### src/rtl/nrs_sched_pkg.sv
// Shared definitions for the NRS read-port scheduler: FSM states, requester IDs
// and the default buffer depth.
package nrs_sched_pkg;

    localparam int DEFAULT_DEPTH = 16;

    localparam int REQ_EST  = 0;
    localparam int REQ_FINE = 1;

    typedef enum logic [2:0] {
        WAIT_RDY,
        ARB,
        BURST,
        ACK,
        WAIT_LOW
    } state_t;

endpackage

### src/rtl/nrs_rr_arb2.sv
// Two-way round-robin arbiter. ptr=0 favours requester 0 (EST); after every
// advanced grant the pointer moves to the side that did not win.
module nrs_rr_arb2 (
    input  logic       clk,
    input  logic       rst,
    input  logic [1:0] req,
    input  logic       advance,
    output logic [1:0] gnt
);

    logic ptr;

    always_comb begin
        gnt = req;
        if (req[0] && req[1]) begin
            gnt = ptr ? 2'b10 : 2'b01;
        end
    end

    // A win by side 0 favours side 1 next time, and vice versa
    always_ff @(posedge clk or negedge rst) begin
        if (!rst) begin
            ptr <= 1'b0;
        end else if (advance && (gnt != 2'b00)) begin
            ptr <= gnt[0];
        end
    end

endmodule

### src/rtl/nrs_read_scheduler.sv
// Shares the NRS register read port between EST and FINE: arbitrates burst
// requests, issues wrapping read addresses, routes data and releases buffers.
module nrs_read_scheduler
    import nrs_sched_pkg::*;
#(
    parameter int DEPTH = DEFAULT_DEPTH,
    parameter int LINES = $clog2(DEPTH),
    parameter int LEN_W = LINES + 1
) (
    input  logic             clk,
    input  logic             rst,
    input  logic             gen_ready,
    input  logic             req_est,
    input  logic [LINES-1:0] base_est,
    input  logic [LEN_W-1:0] len_est,
    input  logic             est_release,
    input  logic             req_fine,
    input  logic [LINES-1:0] base_fine,
    input  logic [LEN_W-1:0] len_fine,
    input  logic             nrs_r,
    input  logic             nrs_i,
    output logic [LINES-1:0] rd_addr,
    output logic             gnt_est,
    output logic             gnt_fine,
    output logic             rej_est,
    output logic             rej_fine,
    output logic             dout_r,
    output logic             dout_i,
    output logic             vld_est,
    output logic             vld_fine,
    output logic             dout_last,
    output logic             est_ack,
    output logic             err
);

    state_t           state;
    logic [LINES-1:0] addr_ptr;
    logic [LEN_W-1:0] remaining;
    logic             side;
    logic             rd_act;
    logic             rd_last;
    logic             pending;

    logic             bad_est;
    logic             bad_fine;
    logic             eval;
    logic [1:0]       arb_req;
    logic [1:0]       arb_gnt;

    // A request still high in the cycle its reject is shown is the same request,
    // so it is masked to avoid rejecting it twice.
    always_comb begin
        bad_est  = req_est && !rej_est &&
                   ((len_est == '0) || (len_est > LEN_W'(DEPTH)));
        bad_fine = req_fine && !rej_fine &&
                   ((len_fine == '0) || (len_fine > LEN_W'(DEPTH)));
        eval     = (state == ARB) && gen_ready && !(est_release || pending);
        arb_req  = 2'b00;
        if (eval) begin
            arb_req[REQ_EST]  = req_est && !rej_est && !bad_est;
            arb_req[REQ_FINE] = req_fine && !rej_fine && !bad_fine;
        end
    end

    nrs_rr_arb2 u_arb (
        .clk     (clk),
        .rst     (rst),
        .req     (arb_req),
        .advance (eval),
        .gnt     (arb_gnt)
    );

    always_ff @(posedge clk or negedge rst) begin
        if (!rst) begin
            state     <= WAIT_RDY;
            addr_ptr  <= '0;
            remaining <= '0;
            side      <= 1'b0;
            rd_act    <= 1'b0;
            rd_last   <= 1'b0;
            pending   <= 1'b0;
            rd_addr   <= '0;
            gnt_est   <= 1'b0;
            gnt_fine  <= 1'b0;
            rej_est   <= 1'b0;
            rej_fine  <= 1'b0;
            dout_r    <= 1'b0;
            dout_i    <= 1'b0;
            vld_est   <= 1'b0;
            vld_fine  <= 1'b0;
            dout_last <= 1'b0;
            est_ack   <= 1'b0;
            err       <= 1'b0;
        end else begin
            gnt_est   <= 1'b0;
            gnt_fine  <= 1'b0;
            rej_est   <= 1'b0;
            rej_fine  <= 1'b0;
            vld_est   <= 1'b0;
            vld_fine  <= 1'b0;
            dout_last <= 1'b0;
            est_ack   <= 1'b0;
            case (state)
                WAIT_RDY: begin
                    if (gen_ready) state <= ARB;
                end
                ARB: begin
                    if (!gen_ready) begin
                        state   <= WAIT_RDY;
                        pending <= 1'b0;
                    end else if (est_release || pending) begin
                        est_ack <= 1'b1;
                        pending <= 1'b0;
                        state   <= ACK;
                    end else begin
                        rej_est  <= bad_est;
                        rej_fine <= bad_fine;
                        if (arb_gnt != 2'b00) begin
                            gnt_est   <= arb_gnt[REQ_EST];
                            gnt_fine  <= arb_gnt[REQ_FINE];
                            side      <= arb_gnt[REQ_FINE];
                            addr_ptr  <= arb_gnt[REQ_FINE] ? base_fine : base_est;
                            remaining <= arb_gnt[REQ_FINE] ? len_fine : len_est;
                            state     <= BURST;
                        end
                    end
                end
                BURST: begin
                    // Losing the buffer kills the burst, including the beat in flight
                    if (!gen_ready) begin
                        err     <= 1'b1;
                        rd_act  <= 1'b0;
                        pending <= 1'b0;
                        state   <= WAIT_RDY;
                    end else begin
                        if (est_release) pending <= 1'b1;
                        if (rd_act) begin
                            dout_r    <= nrs_r;
                            dout_i    <= nrs_i;
                            vld_est   <= (side == 1'(REQ_EST));
                            vld_fine  <= (side == 1'(REQ_FINE));
                            dout_last <= rd_last;
                        end
                        if (remaining != '0) begin
                            rd_addr   <= addr_ptr;
                            addr_ptr  <= addr_ptr + LINES'(1);
                            remaining <= remaining - LEN_W'(1);
                            rd_act    <= 1'b1;
                            rd_last   <= (remaining == LEN_W'(1));
                        end else begin
                            rd_act <= 1'b0;
                            state  <= ARB;
                        end
                    end
                end
                ACK: begin
                    state <= WAIT_LOW;
                end
                WAIT_LOW: begin
                    if (!gen_ready) state <= WAIT_RDY;
                end
                default: begin
                    state <= WAIT_RDY;
                end
            endcase
        end
    end

endmodule

### config.mk
export PLATFORM = sky130hd
export DESIGN_NAME = nrs_read_scheduler
export DESIGN_NICKNAME = d
export VERILOG_FILES = /design/src/rtl/nrs_sched_pkg.sv /design/src/rtl/nrs_rr_arb2.sv /design/src/rtl/nrs_read_scheduler.sv
export SDC_FILE = /design/constraint.sdc
export NUM_CORES = 1
export LEC_CHECK = 0
export CORE_MARGIN = 1.5
export CORE_UTILIZATION = 41
export DETAILED_ROUTE_END_ITERATION = 6
export GPL_ROUTABILITY_DRIVEN = 0
export PLACE_DENSITY = 0.68
export REMOVE_ABC_BUFFERS = 1
export SLEW_MARGIN = 20
export SYNTH_ARGS = -nofsm -noshare
export SYNTH_HDL_FRONTEND = slang
export SYNTH_SLANG_ARGS = --single-unit
### constraint.sdc
create_clock -name clk -period 2.61 [get_ports clk]
set_input_delay 0.3915 -clock clk [delete_from_list [all_inputs] [get_ports clk]]
set_output_delay 0.3915 -clock clk [all_outputs]
set_load 0.03 [all_outputs]
==> results.sh, run 1 <==
export IMPL_vias=1507
export IMPL_fmax_ghz=0.4327
export IMPL_vias_per_cell=5.500
export IMPL_cts_resized=0
export IMPL_design_core_area_sq_um=4086
export IMPL_clk_latency_ns=0.29
export IMPL_fp_dieH_um=68.69
export IMPL_grt_pass1_vias=1514
export IMPL_pwr_share_clk_pct=22.0
export IMPL_synth_fa_ha_area_share_pct=2.122
export IMPL_drtPass1Iterations=4
export IMPL_setup_tns_final_ns=0
export IMPL_syn_to_final_growth_pct=32.74
export IMPL_syn_avg_cell_area_sq_um=10.17
export IMPL_drive_gt1_share_pct=11.61
export IMPL_netlist_area_leader_share_pct=45.26
export IMPL_port_buffers=40
export IMPL_power_per_cell_area_nw_per_um2=757.0
export IMPL_top_layer="met4"
export IMPL_maxSlewViolCount=0
export IMPL_clk_path_buf_depth=2
export IMPL_synth_area_sq_um=1769
export IMPL_die_width_um=68.69
export IMPL_pwr_share_comb_pct=34.7
export IMPL_hold_path_class="reg2reg"
export IMPL_hpwl_um=3176
export IMPL_grt_overflow=0
export IMPL_power_switching_share_pct=35.71
export IMPL_ys_types=51
export IMPL_fin_cells=274
export IMPL_cp_data_arrival_time_ns=2.47
export IMPL_cts_tree="done"
export IMPL_required_ns=2.77
export IMPL_power_frac_seq_pct=43.2
export IMPL_final_hold_viol_count=0
export IMPL_worstPathMaxFanout=7
export IMPL_ys_top_cells_by_area="dfrtp_1 (45%), nand2_1 (5.1%), mux2i_1 (4.0%), nor2_1 (2.8%), nor4_4 (2.4%)"
export IMPL_crit_path_max_incr_delay_ns=0.47
export IMPL_yosysMostFrequentCell="dfrtp_1"
export IMPL_m1WireLength_um=1897
export IMPL_final_nets=252
export IMPL_numCtsBuffers=5
export IMPL_ys_ff_latch=32
export IMPL_dr_wl_met3_um=225
export IMPL_grt_max_degree=33
export IMPL_cts_hold_buf=0
export IMPL_fillerInstances=357
export IMPL_clk_pin_slew_ns=0.07
export IMPL_setup_viol=0
export IMPL_period_share_pct=88.55
export IMPL_synthArstFlopShare_pct=100.0
export IMPL_dr_wl_met2_um=2081
export IMPL_power_switching_mw=0.6348
export IMPL_synth_common_cells="dfrtp_1 (32), nand2_1 (24), nor2_1 (13)"
export IMPL_path_cells="clkdlybuf4s50_1 -> nor4_4 -> mux2_2 -> o31a_1 -> o31ai_1 -> a211oi_2"
export IMPL_path_class="in2reg"
export IMPL_start_kind="input pin"
export IMPL_grt_pass1_wl_um=7031
export IMPL_worst_pin_slew_ns=0.5583
export IMPL_crit_path_top_delay_cell="clkdlybuf4s50_1"
export IMPL_rsz0062_at_grt="no"
export IMPL_synth_edf_count=0
export IMPL_synthXorXnorAreaFrac_pct=1.485
export IMPL_grt_use_total_pct=20.46
export IMPL_antenna_left=0
export IMPL_initial_core_util_pct=43.29
export IMPL_drt_iter0_markers=99
export IMPL_synthMuxAreaShare_pct=6.506
export IMPL_design_die_area_sq_um=4718
export IMPL_max_slew_margin_pct=62.50
export IMPL_synthCells=174
export IMPL_cts_root_buffer="clkbuf_8"
export IMPL_post_cts_buffers=0
export IMPL_ys_seq_area_share_pct=45.26
export IMPL_power_internal_mw=1.143
export IMPL_cts_sinks=32
export IMPL_htreeDepth=2
export IMPL_synth_compound_area_share_pct=18.46
export IMPL_power_leakage_nw=1.047
export IMPL_diodes=0
export IMPL_yosys_warnings=0
export IMPL_synth_simple_area_share_pct=22.98
export IMPL_finalClockSkew_ns=0.005049
export IMPL_maxCapViolations=0
export IMPL_routedWlPerCell_um=15.53
export IMPL_drt_drc_violations_left=0
export IMPL_drt_total_wl_um=4254
export IMPL_ir_drop_mv=0.2916
export IMPL_rows=23
export IMPL_end_kind="register"
export IMPL_ys_flop_type="dfrtp_1"
export IMPL_dpl_cell_count=266
export IMPL_status="finished, final reports clean"
export IMPL_grt_antenna_before_repair=0
export IMPL_synth_top_family_by_area="simple AND/OR/NAND/NOR gates"
export IMPL_layout_min_cycle_time_ns=2.311
export IMPL_yosysTopAreaCell="dfrtp_1"
export IMPL_pin_count=41
worst paths after layout:
path | startpoint | to | slack (ns) | depth (start not counted)
worst max-delay path | len_est[0] | remaining[3]$_DFFE_PN0P_ | 0.30 | 6
min in group asynchronous | rst | err$_DFFE_PN0P_ | 0.51 | 2
worst max register to register | remaining[0]$_DFFE_PN0P_ | remaining[2]$_DFFE_PN0P_ | 0.37 | 7
max in group asynchronous | rst | rd_addr[3]$_DFFE_PN0P_ | 1.79 | 2
worst min-delay path | side$_DFFE_PN0P_ | vld_est$_DFF_PN0_ | 0.42 | 1
worst min register to register | side$_DFFE_PN0P_ | vld_est$_DFF_PN0_ | 0.42 | 1
metal layers:
metal  vias to the layer above  GRT usage, %
met5                         -             0
met4                         0         7.108
met3                         4         5.682
met2                        54         34.74
met1                       719         24.87
li1                        730             -
worst max-delay path, delay by kind of cell:
| kind | cells | cell delay (ns) |
|---|---|---|
| AND/OR/NAND/NOR | 1 | 0.41 |
| AO/OA/AOI/OAI | 3 | 0.77 |
| buffers and inverters | 1 | 0.47 |
| multiplexers | 1 | 0.44 |
metrics by stage:
step / worst slack, ns / hold WS, ns / total power, mW / utilization, % / area [sq um]
finish: 0.2989 / 0.4237 / 1.778 / 57.47 / 2349
global route: 0.2015 / 0.4612 / 1.890 / 57.47 / 2349
CTS: 0.2934 / 0.4287 / 1.781 / 57.47 / 2349
detailed placement: 0.003336 / 0.4203 / 1.392 / 55.27 / 2258
global placement: 0.09422 / 0.4125 / 1.362 / 55.27 / 2258
floorplan: 0.5565 / 0.09591 / 1.129 / - / 1735
final cells by class:
type	instances	area [sq um]	area share, %
flip-flops and latches	32	800.8	34.10
inverters	6	22.52	0.9590
well taps	50	62.56	2.664
multi-input cells	130	912.1	38.84
repair buffers	48	460.4	19.61
clock buffers	8	90.09	3.836
power by group through the flow:
| stage | logic (mW) | registers, mW | clock network [mW] |
|---|---|---|---|
| after global routing | 0.676 | 0.789 | 0.425 |
| after CTS | 0.618 | 0.767 | 0.396 |
| final | 0.617 | 0.769 | 0.392 |
| after detailed placement | 0.616 | 0.776 | 0 |
| after global placement | 0.599 | 0.763 | 0 |
| after floorplan | 0.282 | 0.847 | 0 |
registers in the layout, indices dropped and copies added (netlist names), 3 cells and up:
register	cells
state	3
addr_ptr	4
remaining	5
rd_addr	4
logic make-up after synthesis:
family	Yosys count
simple gates	71
compound gates	42
flops	32
buf+inv	12
mux	11
xor+xnor	3
fa+ha+maj	3
layout by cell type (no fill, tap or decap), drive strengths merged, types with 2 or more instances in the layout:
cell            n
a31oi           2
and4b           2
clkbuf          8
and3            4
or3             3
clkdlybuf4s50  40
inv             6
mux2            4
nand3           4
nor2b           2
o22ai           2
mux2i           7
a21oi           4
nor3b           3
nor4            2
o31ai           3
nor2           13
o21a            2
xor2            2
buf             8
nand2          24
nand2b          3
dfrtp          32
a21boi          2
nor3            5
o2111a          2
o211ai          4
ha              3
o21ai           7
a211oi          7
Note: power is estimated with default switching activity, not from simulation.
==> run 2: changes to the inputs <==
MAX_ROUTING_LAYER = met4   (was unset)
==> run 2 against run 1 <==
First-iteration DRC count is 11% lower. Routed wire length is 0.42% lower. Critical path depth stayed put. Fmax is 0.14% higher. Clock skew hardly changed. Setup slack better by 0.0033 ns. Flip-flop and latch count stayed put. Combinational power hardly changed. Non-clock buffer count stayed put. Sequential share of layout area stayed put. Core utilization stayed put. Global-route usage is 0.65 points higher. Critical path type unchanged. Critical endpoint unchanged.
==> results.sh, run 2 (synthesis gave the netlist of run 1 again) <==
export IMPL_design_core_area_sq_um=4086
export IMPL_drtPass1Iterations=4
export IMPL_design_die_area_sq_um=4718
export IMPL_port_buffers=40
export IMPL_diodes=0
export IMPL_grt_overflow=0
export IMPL_routedWlPerCell_um=15.46
export IMPL_hold_path_class="reg2reg"
export IMPL_path_cells="clkdlybuf4s50_1 -> nor4_4 -> mux2_2 -> o31a_1 -> o31ai_1 -> a211oi_2"
export IMPL_numCtsBuffers=5
export IMPL_period_share_pct=88.42
export IMPL_worst_pin_slew_ns=0.5579
export IMPL_end_kind="register"
export IMPL_final_nets=252
export IMPL_clk_latency_ns=0.29
export IMPL_path_class="in2reg"
export IMPL_grt_max_degree=33
export IMPL_worstPathMaxFanout=7
export IMPL_drt_iter0_markers=88
export IMPL_max_slew_margin_pct=62.52
export IMPL_rsz0062_at_grt="no"
export IMPL_cts_tree="done"
export IMPL_hpwl_um=3176
export IMPL_layout_top_registers="remaining (5), addr_ptr (4), rd_addr (4)"
export IMPL_cts_hold_buf=0
export IMPL_clk_path_buf_depth=2
export IMPL_antenna_left=0
export IMPL_cp_data_arrival_time_ns=2.47
export IMPL_vias_per_cell=5.507
export IMPL_worstReg2RegEnd="remaining[2]$_DFFE_PN0P_"
export IMPL_vias=1509
export IMPL_power_mw=1.777
export IMPL_cp_endpoint="remaining[3]$_DFFE_PN0P_"
export IMPL_fillerInstances=357
export IMPL_reg2reg_slack_ns=0.36
export IMPL_crit_path_max_incr_delay_ns=0.47
export IMPL_htreeDepth=2
export IMPL_start_kind="input pin"
export IMPL_grt_use_total_pct=21.11
export IMPL_setup_tns_final_ns=0
export IMPL_final_cell_mix="clkdlybuf4s50_1 (40), dfrtp_1 (32), nand2_1 (24)"
export IMPL_grt_pass1_vias=1511
export IMPL_post_cts_buffers=0
export IMPL_reg2reg_from="remaining[0]$_DFFE_PN0P_"
export IMPL_maxSlewViolCount=0
export IMPL_ir_drop_mv=0.2910
export IMPL_placed_cell_area_sq_um=2258
export IMPL_die_width_um=68.69
export IMPL_maxCapViolations=0
export IMPL_crit_path_top_delay_cell="clkdlybuf4s50_1"
export IMPL_fmax_ghz=0.4333
export IMPL_layout_min_cycle_time_ns=2.308
export IMPL_grt_antenna_before_repair=0
export IMPL_drive_gt1_share_pct=11.61
export IMPL_final_hold_viol_count=0
export IMPL_clk_pin_slew_ns=0.07
export IMPL_r2r_cells=7
export IMPL_drt_total_wl_um=4236
export IMPL_fp_dieH_um=68.69
export IMPL_crit_start="len_est[0]"
export IMPL_cts_root_buffer="clkbuf_8"
export IMPL_largest_reg_flops=5
export IMPL_drt_drc_violations_left=0
export IMPL_power_per_cell_area_nw_per_um2=756.6
export IMPL_setup_viol=0
export IMPL_cts_sinks=32
export IMPL_rows=23
export IMPL_fin_cells=274
export IMPL_power_leakage_nw=1.047
export IMPL_final_common_cell="clkdlybuf4s50_1"
export IMPL_required_ns=2.77
export IMPL_grt_pass1_wl_um=7051
export IMPL_initial_core_util_pct=43.29
export IMPL_dpl_cell_count=266
export IMPL_fin_area_sq_um=2349
export IMPL_pin_count=41
export IMPL_finalClockSkew_ns=0.005130
export IMPL_cts_resized=0
export IMPL_largest_register="remaining"
export IMPL_syn_to_final_growth_pct=32.74
export IMPL_status="finished, final reports clean"
==> run 2: layer usage <==
layer	track usage, %	wire length [um]	vias to the layer above
li1	-	-	730
met1	25.49	1888	721
met2	34.50	2057	51
met3	5.357	227	7
met4	7.108	63	0
met5	-	0	-
==> run 2: critical path, delay by kind of cell <==
kind,cells,cell delay [ns]
and+or+nand+nor,1,0.40
AOI/OAI and AO/OA,3,0.77
buffers and inverters,1,0.47
muxes,1,0.44
==> run 2: how the worst min path moves through the flow <==
stage | startpoint | slack (ns) | end | depth (start not counted)
CTS | side$_DFFE_PN0P_ | 0.43 | vld_est$_DFF_PN0_ | 1
finish | side$_DFFE_PN0P_ | 0.42 | vld_est$_DFF_PN0_ | 1
floorplan | rst | 0.1 | addr_ptr[0]$_DFFE_PN0P_ | 0
global placement | side$_DFFE_PN0P_ | 0.41 | vld_est$_DFF_PN0_ | 1
detailed placement | side$_DFFE_PN0P_ | 0.42 | vld_est$_DFF_PN0_ | 1
global route | side$_DFFE_PN0P_ | 0.46 | vld_est$_DFF_PN0_ | 1
==> run 2: per-stage QoR <==
| step | setup slack [ns] | util [%] | hold WS, ns |
|---|---|---|---|
| global route | 0.2015 | 57.47 | 0.4612 |
| floorplan | 0.5565 | - | 0.09591 |
| detailed placement | 0.003336 | 55.27 | 0.4203 |
| finish | 0.3022 | 57.47 | 0.4216 |
| CTS | 0.2934 | 57.47 | 0.4287 |
| global placement | 0.09422 | 55.27 | 0.4125 |
==> run 2: cell type report <==
cell class / count / area [sq um] / area share (%)
multi-input combinational: 130 / 912.1 / 38.84
sequential: 32 / 800.8 / 34.10
timing repair buffer: 48 / 460.4 / 19.61
clock buffer: 8 / 90.09 / 3.836
tap: 50 / 62.56 / 2.664
inverter: 6 / 22.52 / 0.9590
==> run 2: power breakdown <==
part           switching (mW)  internal [mW]  leakage (nW)  total [mW]
combinational           0.327          0.288         0.597       0.615
sequential              0.129          0.640         0.404       0.769
clock                   0.178          0.215        0.0455       0.393
total                   0.634           1.14          1.05        1.78
